File: config.mk
export PLATFORM = sky130hd
export DESIGN_NAME = m68k_bus_initiator
export DESIGN_NICKNAME = d
export VERILOG_FILES = /design/src/rtl/m68k_bus_initiator_pkg.sv /design/src/rtl/m68k_bus_initiator.sv
export SDC_FILE = /design/constraint.sdc
export NUM_CORES = 1
export LEC_CHECK = 0
export BUFFER_PORTS_ARGS = -buffer_cell sky130_fd_sc_hd__buf_2
export CORE_UTILIZATION = 44
export CTS_CLUSTER_DIAMETER = 150
export DETAILED_ROUTE_END_ITERATION = 12
export GPL_TIMING_DRIVEN = 0
export PLACE_DENSITY = 0.76
export RECOVER_POWER = 100
export SETUP_SLACK_MARGIN = 0.02
export SLEW_MARGIN = 20
export SYNTH_ARGS = -nofsm -noshare
export SYNTH_HDL_FRONTEND = slang
export SYNTH_SLANG_ARGS = --single-unit
export TNS_END_PERCENT = 50
File: constraint.sdc
create_clock -name Clock -period 1.8 [get_ports Clock]
set_input_delay 0.09 -clock Clock [delete_from_list [all_inputs] [get_ports Clock]]
set_output_delay 0.09 -clock Clock [all_outputs]
set_load 0.005 [all_outputs]
File: src/rtl/m68k_bus_initiator_pkg.sv
// ============================================================================
//  Module      : m68k_bus_initiator_pkg
//  Description : Shared constants for the 68k-style bus initiator: FSM state
//                encoding, byte-enable codes and a byte-enable normaliser.
//  Revision    : 1.0 - initial release
// ============================================================================
`default_nettype none

package m68k_bus_initiator_pkg;

    // FSM state encoding
    localparam logic [2:0] ST_IDLE       = 3'd0;
    localparam logic [2:0] ST_ADDR       = 3'd1;
    localparam logic [2:0] ST_STROBE     = 3'd2;
    localparam logic [2:0] ST_WAIT_DTACK = 3'd3;
    localparam logic [2:0] ST_LATCH      = 3'd4;
    localparam logic [2:0] ST_RELEASE    = 3'd5;

    // Byte-enable codes: bit 1 = upper byte (UDS_L), bit 0 = lower byte (LDS_L)
    localparam logic [1:0] BE_NONE  = 2'b00;
    localparam logic [1:0] BE_LOWER = 2'b01;
    localparam logic [1:0] BE_UPPER = 2'b10;
    localparam logic [1:0] BE_BOTH  = 2'b11;

    // A request with no lanes enabled is treated as a full-word transfer
    function automatic logic [1:0] be_normalize(input logic [1:0] be);
        return (be == BE_NONE) ? BE_BOTH : be;
    endfunction

endpackage

`default_nettype wire

File: src/rtl/m68k_bus_initiator.sv
// ============================================================================
//  Module      : m68k_bus_initiator
//  Description : Bus-master side of the 68k asynchronous AS_L/DS_L/DTACK_L
//                handshake. Runs one word/byte transfer per client request,
//                waits for DTACK, captures read data, releases the bus and
//                pulses Done_H. Optional bus-error timeout in WAIT_DTACK is
//                enabled by defining BUS_TIMEOUT_EN (adds TIMEOUT_CYCLES).
//  Revision    : 1.0 - initial release
// ============================================================================
`default_nettype none

module m68k_bus_initiator
    import m68k_bus_initiator_pkg::*;
#(
    parameter int ADDR_W         = 32,
    parameter int DATA_W         = 16
`ifdef BUS_TIMEOUT_EN
    ,
    parameter int TIMEOUT_CYCLES = 255
`endif
) (
    input  logic              Clock,
    input  logic              Reset_H,
    // client side
    input  logic              Req_H,
    input  logic              ReqRW_H,
    input  logic [ADDR_W-1:0] ReqAddr,
    input  logic [1:0]        ReqByteEn,
    input  logic [DATA_W-1:0] ReqWrData,
    output logic              Busy_H,
    output logic              Done_H,
    output logic              Berr_H,
    output logic [DATA_W-1:0] RdData,
    // system bus side
    output logic [ADDR_W-1:0] AddressOut,
    output logic [DATA_W-1:0] DataOut,
    output logic              DataOutEn_H,
    output logic              RW_L,
    output logic              AS_L,
    output logic              UDS_L,
    output logic              LDS_L,
    input  logic [DATA_W-1:0] DataIn,
    input  logic              DtackIn_L
);

    logic [2:0]        state_q, state_d;
    logic              dtack_q;
    logic [ADDR_W-1:0] addr_q, addr_d;
    logic [DATA_W-1:0] wdata_q, wdata_d;
    logic [DATA_W-1:0] rdata_q, rdata_d;
    logic [1:0]        be_q, be_d;
    logic              rw_q, rw_d;
    logic              oe_q, oe_d;
    logic              as_q, as_d;
    logic              uds_q, uds_d;
    logic              lds_q, lds_d;

    // Address is word aligned: the byte select comes from the enables instead
    logic unused_addr_lsb;
    assign unused_addr_lsb = ReqAddr[0];

`ifdef BUS_TIMEOUT_EN
    localparam int CNT_W = $clog2(TIMEOUT_CYCLES + 1);
    localparam logic [CNT_W-1:0] CNT_LAST = CNT_W'(TIMEOUT_CYCLES - 1);
    logic [CNT_W-1:0] cnt_q, cnt_d;
    logic             berr_q, berr_d;
`endif

    // Next-state and bus-output computation for the transfer sequencer
    always_comb begin
        state_d = state_q;
        addr_d  = addr_q;
        wdata_d = wdata_q;
        rdata_d = rdata_q;
        be_d    = be_q;
        rw_d    = rw_q;
        oe_d    = oe_q;
        as_d    = as_q;
        uds_d   = uds_q;
        lds_d   = lds_q;
`ifdef BUS_TIMEOUT_EN
        cnt_d   = cnt_q;
        berr_d  = berr_q;
`endif
        case (state_q)
            ST_IDLE: begin
                if (Req_H) begin
                    state_d = ST_ADDR;
                    addr_d  = {ReqAddr[ADDR_W-1:1], 1'b0};
                    wdata_d = ReqWrData;
                    be_d    = be_normalize(ReqByteEn);
                    rw_d    = ReqRW_H;
                    oe_d    = ~ReqRW_H;
`ifdef BUS_TIMEOUT_EN
                    berr_d  = 1'b0;
`endif
                end
            end
            ST_ADDR: begin
                state_d = ST_STROBE;
            end
            ST_STROBE: begin
                state_d = ST_WAIT_DTACK;
                as_d    = 1'b0;
                uds_d   = ~be_q[1];
                lds_d   = ~be_q[0];
`ifdef BUS_TIMEOUT_EN
                cnt_d   = '0;
`endif
            end
            ST_WAIT_DTACK: begin
                if (!dtack_q) begin
                    state_d = ST_LATCH;
                end
`ifdef BUS_TIMEOUT_EN
                else if (cnt_q == CNT_LAST) begin
                    // Nobody answered: abandon the cycle and flag a bus error
                    state_d = ST_RELEASE;
                    as_d    = 1'b1;
                    uds_d   = 1'b1;
                    lds_d   = 1'b1;
                    oe_d    = 1'b0;
                    berr_d  = 1'b1;
                end else begin
                    cnt_d   = cnt_q + 1'b1;
                end
`endif
            end
            ST_LATCH: begin
                if (rw_q) begin
                    rdata_d = DataIn;
                end
                state_d = ST_RELEASE;
                as_d    = 1'b1;
                uds_d   = 1'b1;
                lds_d   = 1'b1;
                oe_d    = 1'b0;
            end
            ST_RELEASE: begin
                // Wait for the responder to withdraw DTACK before finishing
                if (dtack_q) begin
                    state_d = ST_IDLE;
                    rw_d    = 1'b1;
                end
            end
            default: begin
                state_d = ST_IDLE;
            end
        endcase
    end

    // State and bus-output registers with synchronous reset
    always_ff @(posedge Clock) begin
        if (Reset_H) begin
            state_q <= ST_IDLE;
            dtack_q <= 1'b1;
            addr_q  <= '0;
            wdata_q <= '0;
            rdata_q <= '0;
            be_q    <= BE_BOTH;
            rw_q    <= 1'b1;
            oe_q    <= 1'b0;
            as_q    <= 1'b1;
            uds_q   <= 1'b1;
            lds_q   <= 1'b1;
        end else begin
            state_q <= state_d;
            dtack_q <= DtackIn_L;
            addr_q  <= addr_d;
            wdata_q <= wdata_d;
            rdata_q <= rdata_d;
            be_q    <= be_d;
            rw_q    <= rw_d;
            oe_q    <= oe_d;
            as_q    <= as_d;
            uds_q   <= uds_d;
            lds_q   <= lds_d;
        end
    end

`ifdef BUS_TIMEOUT_EN
    // Timeout counter and bus-error flag
    always_ff @(posedge Clock) begin
        if (Reset_H) begin
            cnt_q  <= '0;
            berr_q <= 1'b0;
        end else begin
            cnt_q  <= cnt_d;
            berr_q <= berr_d;
        end
    end
    assign Berr_H = Done_H & berr_q;
`else
    assign Berr_H = 1'b0;
`endif

    assign Busy_H      = (state_q != ST_IDLE);
    assign Done_H      = (state_q == ST_RELEASE) && dtack_q;
    assign RdData      = rdata_q;
    assign AddressOut  = addr_q;
    assign DataOut     = wdata_q;
    assign DataOutEn_H = oe_q;
    assign RW_L        = rw_q;
    assign AS_L        = as_q;
    assign UDS_L       = uds_q;
    assign LDS_L       = lds_q;

endmodule

`default_nettype wire

==> qor.yml <==
status:
  outcome: "finished clean"
worst_setup_path:
  cp_num_buf_inv: 2
  r2r_setup_slack_ns: 0.08
  path_class: "reg2reg"
  cpPeakStageDelay_ns: 0.50
  crit_path_top_delay_cell: "nor4b_2"
  rr_startpoint: "state_q[1]$_SDFFE_PP0P_"
  path_cells: "nor4b_2 -> buf_2 -> buf_4 -> nand2_1 -> a21oi_1"
  worstPathRequired_ns: 2.05
  r2r_cells: 5
  end_kind: "flip-flop"
  crit_path_start_kind: "flip-flop"
  crit_fanout: 10
  arrival_ns: 1.96
  reg2reg_to: "AddressOut[25]$_SDFFE_PP0P_"
  crit_family: "simple AND/OR/NAND/NOR gates"
detailed_routing:
  wl_per_cell_um: 13.0
  drcViolationCount: 0
  routed_via_density: 4.76
  antenna_left: 0
  drt-total-wl_mm: 8.20
  vias: 2999
  first_iter_violations: 78
  drt-pass1-iter-count: 4
cts:
  cts_sinks: 74
  cts_tree: "done"
  htreeDepth: 3
  ctsLongestPathBuffers: 2
  numCtsBuffers: 9
  cts_setup_buffers: 0
  root_buffer: "clkbuf_8"
  path_clk_slew_ns: 0.08
  clk_latency_ns: 0.33
finish:
  final_common_cell: "nand2_1"
  syn_to_final_growth_pct: 57.8
  fin_cells: 630
  final_cell_mix: "nand2_1 (127), buf_2 (88), dfxtp_1 (74)"
  fin_area_mm2: 0.00431
  post-route-util_pct: 72.4
  nNetsFinal: 621
  drive_above_1_share_pct: 20.9
  n_antenna_cell: 0
timing:
  finalCritPeriodShare_pct: 95.4
  max_freq_mhz: 583
  slew_viol_final: 0
  worst_slew_pin_slew_ns: 0.518
  grt_setup_unrepaired: "yes"
  final.min_clock_period_ns: 1.72
  finalClockSkew_ns: 0.0102
  finalSetupViolCount: 0
  relSlewSlack_pct: 65.5
  hold_violations: 0
  fin_tns_setup_ns: 0
floorplanning:
  start_util_pct: 45.8
  io_pins: 143
  die_w_um: 80.8
  rows: 28
  die_h_um: 80.8
  core_mm2: 0.00596
  die-area_mm2: 0.00652
min_path:
  hold_depth: 3
  hold_class: "in2reg"
  min_from: "ReqByteEn[1]"
  hold_end: "be_q[1]$_SDFFE_PP1P_"
power_and_ir_drop:
  ir_drop_mv: 0.618
  p_switching_mw: 0.991
  power_density_mw_per_mm2: 941
  leakage_nw: 1.79
  swShare_pct: 24.4
  p_seq_share_pct: 44.8
  p_int_mw: 3.07
  clockPowerShare_pct: 39.2
  combinationalPowerShare_pct: 16.1
logic_synthesis:
  ys_top_cells_by_area: "dfxtp_1 (54%), nand2_1 (17%), a21oi_1 (12%), clkbuf_1 (2.7%), o21bai_1 (1.1%)"
  async_flop_share_pct: 0
  synth-seq-cells: 74
  postSynthCellCount: 340
  synth_top_area_share_pct: 54.3
  syn-mean-instance-area_um2: 8.03
  synth.distinct_cells: 33
  ys_seq_area_share_pct: 54.3
  synth-edff-count: 0
  synth_top_area_cell: "dfxtp_1"
  yosys_warnings: 0
  ys.flop_type: "dfxtp_1"
  synth_area_mm2: 0.00273
grt:
  grt_first_pass_wirelength_mm: 12.2
  grt_max_degree: 13
  antenna_found_initial: 0
  first_global_vias: 2856
  grtUsageTotal_pct: 24.8
  grt_overflow: 0
placed_design:
  globalplace.congestion: 0.787
  io_buffers: 138
  place_area_mm2: 0.00352
  hpwlAfterDp_mm: 4.85
  post-place-cells: 554
run:
  maxCapViolations: 0
-- synthesized netlist by cell type, drive strengths merged, types with 2 or more instances --
library cell and number:
nand2 127, dfxtp 74, a21oi 66, clkbuf 20, buf 8, nor2 7
nand2b 4, nor2b 4, o21bai 4, nor3b 3, o21ai 3, nand3 2
-- metal layers --
metal | part of all wire [%] | track usage (%)
met1 | 42 | 26.1
met4 | 2.1 | 12.5
met3 | 7.4 | 7.19
met2 | 49 | 44.7
met5 | 0 | 0
-- how the worst max path moves through the flow --
stage                                       start                          end  slack, ns  cells past startpoint
after floorplan           state_q[1]$_SDFFE_PP0P_  AddressOut[21]$_SDFFE_PP0P_       0.31                      6
after global placement    state_q[1]$_SDFFE_PP0P_  AddressOut[29]$_SDFFE_PP0P_       0.12                      5
after detailed placement  state_q[1]$_SDFFE_PP0P_  AddressOut[22]$_SDFFE_PP0P_       0.06                      5
after CTS                 state_q[2]$_SDFFE_PP0P_                       Done_H       0.07                      4
after global routing      state_q[1]$_SDFFE_PP0P_  AddressOut[28]$_SDFFE_PP0P_      -0.04                      5
final                     state_q[1]$_SDFFE_PP0P_  AddressOut[25]$_SDFFE_PP0P_       0.08                      5
-- what timing repair did --
item | 4_1_cts | 5_1_grt
hold buffers | 59 | 1
hold endpoints to repair | 59 | 1
resized for setup | 2 | 2
endpoints found under the setup margin | 1 | 15
-- sequential cells by signal, summed over array words and instances (netlist names), 2 cells and up --
name        cells
be_q            2
RdData         16
DataOut        16
state_q         3
AddressOut     31
-- cells by family after synthesis --
kind of cell           after synthesis  synth area share (%)
other                                1                 0.137
and+or+nand+nor                    157                  25.0
AOI/OAI and AO/OA                   79                  15.5
DFF                                 74                  54.3
buffers and inverters               29                  5.09
-- power by group through the flow --
stage / registers [mW] / logic [mW] / clock network (mW)
4_1_cts: 1.81 / 0.658 / 1.62
2_1_floorplan: 1.85 / 0.294 / 0
6_report: 1.82 / 0.651 / 1.59
5_1_grt: 1.83 / 0.723 / 1.69
3_3_place_gp: 1.84 / 0.546 / 0
3_5_place_dp: 1.85 / 0.557 / 0
-- cell type report --
cell class                 instances  area, um^2
buffer                            28         138
clock buffer                      12         155
clock inverter                     4        97.6
fill                             467        1650
inverter                           1        3.75
multi-input combinational        238        1110
sequential                        74        1480
tap                               75        93.8
timing repair buffer             198        1230
-- per-stage QoR --
stage | hold slack [ns] | setup slack, ns | total power [mW]
3_3_place_gp | 0.275 | 0.121 | 2.39
2_1_floorplan | 0.194 | 0.312 | 2.15
4_1_cts | 0.0000272 | 0.0655 | 4.08
3_5_place_dp | 0.278 | 0.0635 | 2.40
6_report | 0.0161 | 0.0833 | 4.06
5_1_grt | 0.0122 | -0.0367 | 4.24
-- worst min-delay path, delay by kind of cell --
family	cells	cell delay [ns]
AOI/OAI and AO/OA	1	0.10
buffers and inverters	1	0.08
and+or+nand+nor	1	0.04
No activity file was read; power rests on OpenSTA's default activity.
